--- src/rtl/ivl_uvm_ovl_delta_stim_pkg.sv ---
// Shared types and helpers for the bounded-delta stimulus generator.
// Holds the run-control state encoding and the 16-bit Galois LFSR step function.
package ivl_uvm_ovl_delta_stim_pkg;

    typedef enum logic [1:0] {
        StIdle = 2'd0,
        StRun  = 2'd1,
        StDone = 2'd2
    } stim_state_e;

    localparam logic [15:0] LFSR_TAPS = 16'hB400;

    // Right-shifting Galois form: the bit shifted out folds the taps back in.
    function automatic logic [15:0] lfsr_next(input logic [15:0] cur);
        logic [15:0] nxt;
        nxt = cur >> 1;
        if (cur[0]) begin
            nxt = nxt ^ LFSR_TAPS;
        end
        return nxt;
    endfunction

endpackage

--- src/rtl/ivl_uvm_ovl_lfsr16.sv ---
// 16-bit Galois LFSR that moves one state only when asked to.
// Reset is synchronous and active-high; SEED must be non-zero.
module ivl_uvm_ovl_lfsr16
    import ivl_uvm_ovl_delta_stim_pkg::*;
#(
    parameter logic [15:0] SEED = 16'hACE1
) (
    input  logic        clock,
    input  logic        reset,
    input  logic        advance,
    output logic [15:0] state
);

    logic [15:0] state_q;
    logic [15:0] state_d;

    // Next state: advance by one LFSR step or hold.
    always_comb begin
        state_d = state_q;
        if (advance) begin
            state_d = lfsr_next(state_q);
        end
    end

    // State register, reloaded with the seed on reset.
    always_ff @(posedge clock) begin
        if (reset) begin
            state_q <= SEED;
        end else begin
            state_q <= state_d;
        end
    end

    assign state = state_q;

endmodule

--- src/rtl/ivl_uvm_ovl_delta_stim_gen.sv ---
// Bounded-delta stimulus generator: walks test_expr through a non-wrapping sequence whose
// non-zero steps all have magnitude in [MIN_DELTA, MAX_DELTA], step size and direction
// picked from an LFSR. Start/done handshake, enable/hold gating.
// Optional violation injection is compiled in with IVL_UVM_OVL_DELTA_STIM_VIOL_INJ_EN:
// it adds inj_viol/viol_flag and lets a step use MAX_DELTA+1.
module ivl_uvm_ovl_delta_stim_gen
    import ivl_uvm_ovl_delta_stim_pkg::*;
#(
    parameter int unsigned WIDTH      = 4,
    parameter int unsigned MIN_DELTA  = 2,
    parameter int unsigned MAX_DELTA  = 5,
    parameter int unsigned INIT_VALUE = 0,
    parameter logic [15:0] SEED       = 16'hACE1
) (
    input  logic             clock,
    input  logic             reset,
    input  logic             enable,
    input  logic             start,
    input  logic [15:0]      num_steps,
    input  logic             hold,
`ifdef IVL_UVM_OVL_DELTA_STIM_VIOL_INJ_EN
    input  logic             inj_viol,
    output logic             viol_flag,
`endif
    output logic [WIDTH-1:0] test_expr,
    output logic             valid,
    output logic [WIDTH:0]   delta,
    output logic             busy,
    output logic             done
);

    // ------------------------------------------------------------------
    // Parameter legality
    // ------------------------------------------------------------------
`ifdef IVL_UVM_OVL_DELTA_STIM_VIOL_INJ_EN
    localparam int unsigned MaxMag = MAX_DELTA + 1;
`else
    localparam int unsigned MaxMag = MAX_DELTA;
`endif
    localparam longint unsigned HalfSpan = 64'd1 << (WIDTH - 1);
    localparam longint unsigned FullMax  = (64'd1 << WIDTH) - 64'd1;
    localparam int unsigned     Range    = MAX_DELTA - MIN_DELTA + 1;
    localparam logic [WIDTH-1:0] InitVal = WIDTH'(INIT_VALUE);

    if (WIDTH < 1 || WIDTH > 31) begin : gen_bad_width
        $fatal(1, "WIDTH must be in 1..31");
    end
    if (MIN_DELTA < 1) begin : gen_bad_min
        $fatal(1, "MIN_DELTA must be at least 1");
    end
    if (MAX_DELTA < MIN_DELTA) begin : gen_bad_order
        $fatal(1, "MAX_DELTA must not be below MIN_DELTA");
    end
    // Largest step must fit in half the value span so one direction always fits.
    if (longint'(MaxMag) > HalfSpan) begin : gen_bad_max
        $fatal(1, "largest step magnitude exceeds 2**(WIDTH-1)");
    end
    if (SEED == 16'h0000) begin : gen_bad_seed
        $fatal(1, "SEED must be non-zero");
    end
    if (longint'(INIT_VALUE) > FullMax) begin : gen_bad_init
        $fatal(1, "INIT_VALUE does not fit in WIDTH bits");
    end

    // ------------------------------------------------------------------
    // Declarations
    // ------------------------------------------------------------------
    stim_state_e      state_q, state_d;
    logic [15:0]      cnt_q, cnt_d;
    logic [WIDTH-1:0] test_expr_q, test_expr_d;
    logic             valid_q, valid_d;
    logic [WIDTH:0]   delta_q, delta_d;

    logic [15:0]      lfsr_state;
    logic             step_fire;

    int unsigned      mag_int;
    logic [WIDTH:0]   mag;
    logic [WIDTH:0]   cur_ext;
    logic [WIDTH:0]   up_sum;
    logic [WIDTH:0]   dn_diff;
    logic             up_fits;
    logic             dn_fits;
    logic             go_up;
    logic [WIDTH:0]   step_val;
    logic [WIDTH:0]   step_delta;

    // Only the low byte and the top bit of the LFSR steer a step.
    logic             unused_lfsr_bits;
    assign unused_lfsr_bits = ^lfsr_state[14:8];

    // ------------------------------------------------------------------
    // Step selection
    // ------------------------------------------------------------------
    ivl_uvm_ovl_lfsr16 #(
        .SEED (SEED)
    ) u_lfsr (
        .clock   (clock),
        .reset   (reset),
        .advance (step_fire),
        .state   (lfsr_state)
    );

    // A step fires only in RUN with steps left, enabled and not held.
    assign step_fire = (state_q == StRun) && (cnt_q != 16'd0) && enable && !hold;

    // Magnitude, direction forcing and the resulting value, all in WIDTH+1 bits.
    always_comb begin
        mag_int = MIN_DELTA + (32'(lfsr_state[7:0]) % Range);
`ifdef IVL_UVM_OVL_DELTA_STIM_VIOL_INJ_EN
        if (inj_viol) begin
            mag_int = MAX_DELTA + 1;
        end
`endif
        mag     = (WIDTH + 1)'(mag_int);
        cur_ext = {1'b0, test_expr_q};
        up_sum  = cur_ext + mag;
        dn_diff = cur_ext - mag;
        // Carry/borrow out of the low WIDTH bits marks overflow/underflow.
        up_fits = !up_sum[WIDTH];
        dn_fits = !dn_diff[WIDTH];
        go_up   = lfsr_state[15] ? up_fits : !dn_fits;
        if (go_up) begin
            step_val   = up_sum;
            step_delta = mag;
        end else begin
            step_val   = dn_diff;
            step_delta = {(WIDTH + 1){1'b0}} - mag;
        end
    end

    // ------------------------------------------------------------------
    // Run control
    // ------------------------------------------------------------------
    // Next-state logic for IDLE -> RUN -> DONE -> IDLE and the step counter.
    always_comb begin
        state_d = state_q;
        cnt_d   = cnt_q;
        unique case (state_q)
            StIdle: begin
                if (start) begin
                    cnt_d   = num_steps;
                    state_d = (num_steps != 16'd0) ? StRun : StDone;
                end
            end
            StRun: begin
                // The cycle after the final step closes the run.
                if (cnt_q == 16'd0) begin
                    state_d = StDone;
                end else if (step_fire) begin
                    cnt_d = cnt_q - 16'd1;
                end
            end
            StDone: begin
                state_d = StIdle;
            end
            default: begin
                state_d = StIdle;
            end
        endcase
    end

    // Registered outputs: a new value and its delta appear together with valid.
    always_comb begin
        test_expr_d = test_expr_q;
        valid_d     = 1'b0;
        delta_d     = '0;
        if (step_fire) begin
            test_expr_d = step_val[WIDTH-1:0];
            valid_d     = 1'b1;
            delta_d     = step_delta;
        end
    end

    // State and output registers with synchronous reset; reset aborts any run.
    always_ff @(posedge clock) begin
        if (reset) begin
            state_q     <= StIdle;
            cnt_q       <= 16'd0;
            test_expr_q <= InitVal;
            valid_q     <= 1'b0;
            delta_q     <= '0;
        end else begin
            state_q     <= state_d;
            cnt_q       <= cnt_d;
            test_expr_q <= test_expr_d;
            valid_q     <= valid_d;
            delta_q     <= delta_d;
        end
    end

`ifdef IVL_UVM_OVL_DELTA_STIM_VIOL_INJ_EN
    logic viol_q;

    // Flags an injected oversize step alongside its valid pulse.
    always_ff @(posedge clock) begin
        if (reset) begin
            viol_q <= 1'b0;
        end else begin
            viol_q <= step_fire && inj_viol;
        end
    end

    assign viol_flag = viol_q;
`endif

    assign test_expr = test_expr_q;
    assign valid     = valid_q;
    assign delta     = delta_q;
    assign busy      = (state_q == StRun);
    assign done      = (state_q == StDone);

endmodule

--- config.mk ---
export PLATFORM = sky130hd
export DESIGN_NAME = ivl_uvm_ovl_delta_stim_gen
export DESIGN_NICKNAME = d
export VERILOG_FILES = /design/src/rtl/ivl_uvm_ovl_delta_stim_pkg.sv /design/src/rtl/ivl_uvm_ovl_lfsr16.sv /design/src/rtl/ivl_uvm_ovl_delta_stim_gen.sv
export SDC_FILE = /design/constraint.sdc
export NUM_CORES = 1
export LEC_CHECK = 0
export CAP_MARGIN = 20
export CORE_MARGIN = 2
export CORE_UTILIZATION = 59
export CTS_CLUSTER_SIZE = 20
export DETAILED_ROUTE_END_ITERATION = 10
export PLACE_DENSITY = 0.85
export SKIP_CTS_REPAIR_TIMING = 1
export SYNTH_ARGS = -nofsm -noshare
export SYNTH_HDL_FRONTEND = slang
export SYNTH_HIERARCHICAL = 1
export SYNTH_SLANG_ARGS = --single-unit
--- constraint.sdc ---
create_clock -name clock -period 6 [get_ports clock]
set_input_delay 1.8 -clock clock [delete_from_list [all_inputs] [get_ports clock]]
set_output_delay 1.8 -clock clock [all_outputs]
set_load 0.005 [all_outputs]
* Word level (Yosys, flattened, before mapping)
Cells that the tools add are included.
Widths: inputs -> output; s select.
** Storage, ports and cells
- Register bits after elaboration :: 44
- Input port bits :: 21
- Output and inout port bits :: 12
- Logic and storage cells :: 45
** Cells by class
- Add/subtract/negate cells :: 5
- Equality and inequality tests :: 6
- Muxes and demuxes :: 13
- Bitwise logic cells :: 2
- Reduce and logical (&&, ||, !) cells :: 13
** Operators with widths (count)
- $mux 16 :: 4
- $pmux 16 s2 :: 1
- $reduce_bool 16->1 :: 2
- $logic_not 16->1 :: 1
- $sub 16x1->16 const B :: 1
- $mux 2 :: 3
- $add 4x3->5 :: 1
- $mux 5 :: 1
- $sub 4x3->5 :: 1
- $mux 4 :: 1
- $ne 2x1->1 const B :: 2
- $ne 2x2->1 const B :: 2
- $not 3->4 :: 1
- $pmux 2 s2 :: 1
- $reduce_and 4->1 :: 1
- $sub 1x3->4 const A :: 1
- $add 2x2->3 const A :: 1
- $logic_and 1x1->1 :: 3
- $eq 2x1->1 const B :: 1
- $eq 2x2->1 const B :: 1
- $logic_not 1->1 :: 2
- $logic_not 2->1 :: 1
- $mux 1 :: 2
- $reduce_and 2->1 :: 1
- 3 further kinds :: 3

* Logic depth before layout (Yosys ltp)
Gate-level depths: netlist (run 1).
- Depth after elaboration :: 7
- Gate-level depth with buffers :: 10
- Mapped depth without buffers :: 8

* Cells and area by module
Netlist (run 1), hierarchy kept.
** By module, submodules not included
- ivl_uvm_ovl_delta_stim_gen :: times used 1, cells each 235, area each 1769.2 um^2, seq. area each 540.5 um^2
- ivl_uvm_ovl_lfsr16 :: times used 1, cells each 56, area each 630.6 um^2, seq. area each 320.3 um^2

* Worst setup path after synthesis (run 1)
No wires, ideal clock.
- Path type :: input -> register
- From :: input hold
- To :: register cnt_q[12]
- Arrival :: 2.918 ns
- Required time :: 5.932 ns
- Slack :: 3.014 ns
- Stages :: 6
- Cells stage by stage :: nand3b_1 > a21o_1 > a21oi_1 > clkbuf_1 > nand2_1 > a21oi_2
** Between the ends
- Longest elaborated chain between the ends :: 4
** Ends and longest elaborated chain
- start: declaration :: line ivl_uvm_ovl_delta_stim_gen.sv:20 : input logic hold,
- $logic_not 1->1 :: line ivl_uvm_ovl_delta_stim_gen.sv:105 : assign step_fire = (state_q == StRun) && (cnt_q != 16'd0) && enable && !hold;
- $logic_and 1x1->1 :: line ivl_uvm_ovl_delta_stim_gen.sv:105
- $ne 2x1->1 (no line)
- $reduce_and 4->1 (no line)
- end signal: assignment :: line ivl_uvm_ovl_delta_stim_gen.sv:185 : cnt_q <= cnt_d;
- end: declaration :: line ivl_uvm_ovl_delta_stim_gen.sv:69 : logic [15:0] cnt_q, cnt_d;
No other way between the ends.
A chain may end at the register's enable or synchronous reset.

* Worst setup path in the final report (run 1)
- From :: register state_q[0]
- To :: output busy
** Between the ends
- Longest elaborated chain between the ends :: 1
** Ends and longest elaborated chain
- start: declaration :: line ivl_uvm_ovl_delta_stim_gen.sv:68 : stim_state_e state_q, state_d;
- start signal: assignment :: line ivl_uvm_ovl_delta_stim_gen.sv:178 : state_q <= StIdle;
- start signal: assignment :: line ivl_uvm_ovl_delta_stim_gen.sv:184 : state_q <= state_d;
- $eq 2x1->1 :: line ivl_uvm_ovl_delta_stim_gen.sv:210 : assign busy = (state_q == StRun);
- end: declaration :: line ivl_uvm_ovl_delta_stim_gen.sv:28 : output logic busy,
No other way between the ends.

==> metrics.txt, run 1 <==
Slowest-stage cell, CP clkdlybuf4s50_1; Std-Cell Rows 23; Fmax 0.2569 GHz; layout cells sized above 1 7.886%; Post-Synth Simple-Gate Area between 20% and 30%; Post-Synthesis Cell Area roughly 2400 um^2; worst endpoint data arrival time 2.09 ns; Starting DRT DRC Count 119; die height 67.78 um; largest net degree at the start of global routing 43; grt total ovfl 0; setup_tns 0 ns; LEAKAGE just over 1 nW; delay-heaviest family, CP buffers and inverters; Starting Density approximately 61%; Synth area leader dfxtp_1; Worst EP required 4.20 ns; Compound-Gate Fraction of Synth Area 24.45%; CP Buf/Inv Count 3; deepest clock path buffer count 2; Yosys top cell area share 35.87%; antenna cells 0; Num Clock Sinks between 40 and 50; VDD IR max between 150 and 200 uV; Worst Setup Start Kind flip-flop; final worst slack around 2.1 ns; ranking of synthesized cells by area dfxtp_1, a21oi_1, ha_1, nand2_1, nor2_1; status finished clean; Tcrit/Tclk final 64.88%; via density per instance slightly below 6; Async SR Flop Fraction 0%; XOR/XNOR Fraction of Synth Area 1.095%; crit path max fanout 40; clk_lat worst skew 0.30 ns; Routed Antenna Nets 0; final hold violations 0; total core area 3943 um^2; nets@finish 348; IO Port Bufs 32; Clock Tree Root clkbuf_8; post-DP HPWL around 3.6 mm; PD cells 264.3 nW/um^2; CTS tree yes; Setup crit end kind output port; first-pass GRT wire length 8.514 mm; dpl ws approximately 2.1 ns; worst hold path type flip-flop to flip-flop; vias after detailed routing between 2000 and 2500; largest family of logic cells by synthesized area compound AO/OA/AOI/OAI gates; IO Count 33; GRT Overall Usage 24.56%; unrepaired setup endpoints after global routing false; Synth warnings 6; Avg Inst Size Synth 8.247 um^2; die footprint 4593 um^2; number of global-route vias before repair 1933; antenna violations before repair 0; Layout Area Growth over Synthesis 16.94%; Clock Pin Slew Worst Setup and Hold Paths 0.08 ns; FF+latch count, synth 43; crit-path cells nand2b_1 -> buf_4 -> inv_1 -> clkdlybuf4s50_1; CP Class flip-flop to output port; first drt pass iteration count 4; Syn Nets 323; Top FF cell, synth dfxtp_1; EDFF count, synth 0; die width 67.78 um; Worst slew margin 67.34%; CTS buffer count 5; Wirelength per Cell 14.19 um; H-tree levels 2; Slew Limit Fails 0; Final min period 3.893 ns; post-synthesis sequential area ratio 35.87%; Routed WL roughly 5.2 mm; Max Cap Viol 0; RePlAce Congestion between 0.8 and 0.9; slowest stage delay, CP 0.59 ns; Worst Skew between 0.006 and 0.007 ns; post-synthesis mux area share ~3.4%; Synth Area in Adders 6.361%; transition time of the tightest slew-check pin 0.4854 ns; DRC Markers 0; final setup vio count 0; Synth Instances approximately 290; Cell variety after synth 54
[cells in the mapped netlist, types with 3 or more instances]
| master | instances |
|---|---|
| nor2_1 | 29 |
| o31ai_1 | 4 |
| nor4_1 | 9 |
| inv_1 | 10 |
| o21ai_0 | 13 |
| and2b_2 | 4 |
| nand2_1 | 30 |
| o21a_1 | 4 |
| nor2b_1 | 4 |
| mux2i_1 | 7 |
| dfxtp_1 | 43 |
| a211o_1 | 6 |
| xnor2_1 | 3 |
| ha_1 | 9 |
| o21ai_1 | 9 |
| a21oi_1 | 34 |
| nor3_1 | 7 |
| a22o_1 | 4 |
| or4_1 | 4 |
| nand2b_1 | 4 |
| nand3_1 | 3 |
| clkbuf_1 | 9 |
[layer usage]
metal	GRT usage (%)	up-vias	routed length [um]
met5	0	-	0
met4	10.00	0	80
li1	-	1092	-
met1	31.01	968	2307
met2	40.20	83	2442
met3	5.833	8	379
[cells in the final DEF (no fill, tap or decap), types with 4 or more instances in the layout]
| cell | instances |
|---|---|
| o21a_1 | 4 |
| a211o_1 | 6 |
| nor4_1 | 9 |
| nor2_1 | 29 |
| clkbuf_8 | 7 |
| nand2b_1 | 4 |
| a22o_1 | 4 |
| or4_1 | 4 |
| o21ai_0 | 13 |
| o31ai_1 | 4 |
| ha_1 | 9 |
| a21oi_1 | 34 |
| nor3_1 | 7 |
| dfxtp_1 | 43 |
| mux2i_1 | 7 |
| o21ai_1 | 9 |
| nand2_1 | 30 |
| clkdlybuf4s50_1 | 32 |
| inv_1 | 10 |
| nor2b_1 | 4 |
| and2b_2 | 4 |
[final timing paths]
kind	slack [ns]	end	start	cells after the start
min reg2reg	0.45	u_lfsr/state[5]	u_lfsr/state[6]	1
max	2.11	busy	state_q[0]	4
max reg2reg	3.41	test_expr[2]	cnt_q[4]	6
min	0.45	u_lfsr/state[5]	u_lfsr/state[6]	1
[cells by family after synthesis]
logic type / after synthesis
simple gates: 107
fa+ha+maj: 11
xor+xnor: 3
compound gates: 91
flops: 43
buf+inv: 28
mux: 8
[stage by stage]
stage | cells | power, mW | hold WS [ns] | area (um^2) | util, %
final | 367 | 0.7418 | 0.4522 | 2806 | 71.18
after global routing | 367 | 0.7807 | 0.4714 | 2806 | 71.18
after CTS | 366 | 0.7405 | 0.4581 | 2799 | 70.99
after detailed placement | 358 | 0.5391 | 0.4457 | 2695 | 68.36
after global placement | 358 | 0.5343 | 0.4376 | 2695 | 68.36
after floorplan | 291 | 0.4862 | 0.4312 | 2400 | -
[area by class of cell]
cell class	instances	area [um^2]
multi-input cells	220	1395
fillers	305	1136
flip-flops and latches	43	860.8
repair buffers	35	342.8
clock buffers	7	96.34
well taps	50	62.56
inverters	11	41.29
clock inverters	1	7.507
[sequential cells by signal (all words and copies together), names as in the netlist]
register      cells
u_lfsr/state     16
test_expr         4
cnt_q            16
valid             1
state_q           2
delta             4
[power breakdown]
group	leakage, nW	total (mW)	internal [mW]	switching, mW
combinational	0.635	0.209	0.0886	0.121
sequential	0.350	0.328	0.306	0.0216
clock	0.0505	0.205	0.105	0.0998
total	1.04	0.742	0.500	0.242
No activity file was read; power rests on OpenSTA's default activity.
==> run 2, diff against run 1 <==
--- a/config.mk
+++ b/config.mk
@@ -7,10 +7,10 @@
 export LEC_CHECK = 0
 export CAP_MARGIN = 20
 export CORE_MARGIN = 2
-export CORE_UTILIZATION = 59
+export CORE_UTILIZATION = 49
 export CTS_CLUSTER_SIZE = 20
 export DETAILED_ROUTE_END_ITERATION = 10
-export PLACE_DENSITY = 0.85
+export PLACE_DENSITY = 0.75
 export SKIP_CTS_REPAIR_TIMING = 1
 export SYNTH_ARGS = -nofsm -noshare
 export SYNTH_HDL_FRONTEND = slang
==> constraint.sdc (replaced) <==
create_clock -name clock -period 3.55 [get_ports clock]
set_input_delay 1.065 -clock clock [delete_from_list [all_inputs] [get_ports clock]]
set_output_delay 1.065 -clock clock [all_outputs]
set_load 0.005 [all_outputs]
==> run 2 against run 1 <==
  * Non-clock buffer count increased by 2
  * Sequential share of layout area fell by 0.48 points
  * Global-route usage fell by 3.4 points
  * Largest cell class unchanged
  * Combinational power increased by 70%
  * Setup slack worse by 1.1 ns
  * Critical path type is now flip-flop to flip-flop
  * Routed wire length down 1.8%
  * Utilization down 11 points
  * Clock power rose by 85%
  * Register-to-register slack got worse by 2.4 ns
==> metrics.txt, run 2 (synthesis gave the netlist of run 1 again) <==
worst hold path type flip-flop to flip-flop (unchanged); Fillers 426 (was 305); setup_tns 0 ns (unchanged); Final min period 2.556 ns; Setup crit end kind flip-flop (was output port); H-tree levels 2 (unchanged); multi-input gate area in the final layout 1395 um^2 (unchanged); CTS tree yes (unchanged); die width 73.98 um (was 67.78 um); number of global-route vias before repair 1993 (was 1933); Layout Area Growth over Synthesis 18.82% (was 16.94%); final non-filler cell total 386 (was 367); worst endpoint data arrival time 2.77 ns (was 2.09 ns); IO Port Bufs 32 (unchanged); largest net degree at the start of global routing 40 (was 43); Starting Density 50.81% (was 60.87%); Net Sw Power 0.4094 mW (was 0.2420 mW); Wirelength per Cell 13.25 um (was 14.19 um); RePlAce Congestion 0.8670 (was 0.8535); Num Clock Sinks 43 (unchanged); first drt pass iteration count 4 (unchanged); Tcrit/Tclk final 72.00%; first-pass GRT wire length 9.045 mm (was 8.514 mm); Fmax 0.3913 GHz; unrepaired setup endpoints after global routing false (unchanged); total core area 4723 um^2 (was 3943 um^2); die height 73.98 um (was 67.78 um); Reg power frac 43.0% (was 44.2%); die footprint 5473 um^2 (was 4593 um^2); transition time of the tightest slew-check pin 0.7952 ns (was 0.4854 ns); most frequent cells in the layout dfxtp_1, a21oi_1, clkdlybuf4s50_1, nand2_1, nor2_1 (unchanged); antenna violations before repair 0 (unchanged); crit path max fanout 29 (was 40); Slew Limit Fails 0 (unchanged); Worst Setup Start Kind flip-flop (unchanged); via density per instance 5.570 (was 5.861); Routed Antenna Nets 0 (unchanged); Clock Pin Slew Worst Setup and Hold Paths 0.09 ns (was 0.08 ns); Std-Cell Rows 25 (was 23); deepest clock path buffer count 2 (unchanged); Max Cap Viol 0 (unchanged); GRT Overall Usage 21.15% (was 24.56%); Worst EP required 3.77 ns (was 4.20 ns); Storage cell area 860.8 um^2 (unchanged); commonest non-fill, non-tap cell in the layout dfxtp_1 (unchanged); Worst Skew 0.007678 ns (was 0.006195 ns); sw frac 31.74% (was 32.62%); final instance area 2851 um^2 (was 2806 um^2); VDD IR max 191.7 uV (was 180.2 uV); IO Count 33 (unchanged); CTS buffer count 5 (unchanged); cell-internal power 0.8805 mW (was 0.4998 mW); antenna cells 0 (unchanged); worst hold margin 0.4696 ns (was 0.4522 ns); Clk pwr share 29.5% (was 27.6%); final worst slack 0.9941 ns (was 2.107 ns); dpl ws 0.7298 ns (was 2.071 ns); LEAKAGE 1.054 nW (was 1.036 nW); Area after DPL 2739 um^2 (was 2695 um^2); clk_lat worst skew 0.30 ns (about the same); Worst slew margin 46.82% (was 67.34%); Starting DRT DRC Count 91 (was 119); Final Core Density 60.37% (was 71.18%); nets@finish 350 (was 348); DRC Markers 0 (unchanged); CP Class flip-flop to flip-flop (was flip-flop to output port); total power draw 1.290 mW (was 0.7418 mW); final hold violations 0 (unchanged); combinational share of power 27.6% (was 28.2%); status finished clean (unchanged); placed insts 378 (was 358); Clock Tree Root clkbuf_8 (unchanged); vias after detailed routing 2150 (was 2151); grt total ovfl 0 (unchanged); final setup vio count 0 (unchanged); Routed WL 5.114 mm (was 5.209 mm); PD cells 452.4 nW/um^2 (was 264.3 nW/um^2); post-DP HPWL 3.709 mm (was 3.599 mm); layout cells sized above 1 8.464% (was 7.886%)
==> run 2: cell types whose count changed in the layout (fill, tap and decap cells not counted), sizes merged <==
cell | previous run | this run
clkinv | 0 | 2
clkinvlp | 1 | 0
bufinv | 0 | 1
buf | 3 | 5
clkbuf | 7 | 5
==> run 2: power by group through the flow <==
stage          sequential (mW)  clock [mW]  combinational (mW)
2_1_floorplan            0.555           0               0.267
3_3_place_gp             0.564           0               0.347
3_5_place_dp             0.564           0               0.352
4_1_cts                  0.554       0.391               0.355
5_1_grt                  0.561       0.410               0.404
6_report                 0.554       0.380               0.356
==> run 2: metal layers <==
metal	up-vias	GRT usage [%]	share of wire, %
met2	57	35.81	47
met4	0	5.455	1.2
li1	1094	-	-
met5	-	0	0
met3	9	4.201	4.3
met1	990	27.73	47
==> run 2: final timing paths <==
check                       start              end  slack, ns  cells past startpoint
hold reg to reg   u_lfsr/state[7]  u_lfsr/state[6]       0.47                      1
setup / recovery         cnt_q[4]     test_expr[2]       0.99                      6
hold / removal    u_lfsr/state[7]  u_lfsr/state[6]       0.47                      1
setup reg to reg         cnt_q[4]     test_expr[2]       0.99                      6
==> run 2: layout make-up <==
type | instances | area share (%)
inverters | 11 | 1.448
repair buffers | 37 | 12.55
multi-input cells | 220 | 48.93
clock buffers | 5 | 2.413
clock inverters | 3 | 1.536
flip-flops and latches | 43 | 30.19
well taps | 67 | 2.940
==> run 2: critical path: stages, from the launching register on <==
cell	delay, ns
dfxtp_1	0.36
or4_1	0.68
or4_4	0.65
nand4b_2	0.18
inv_2	0.22
o31a_1	0.18
a211oi_2	0.20
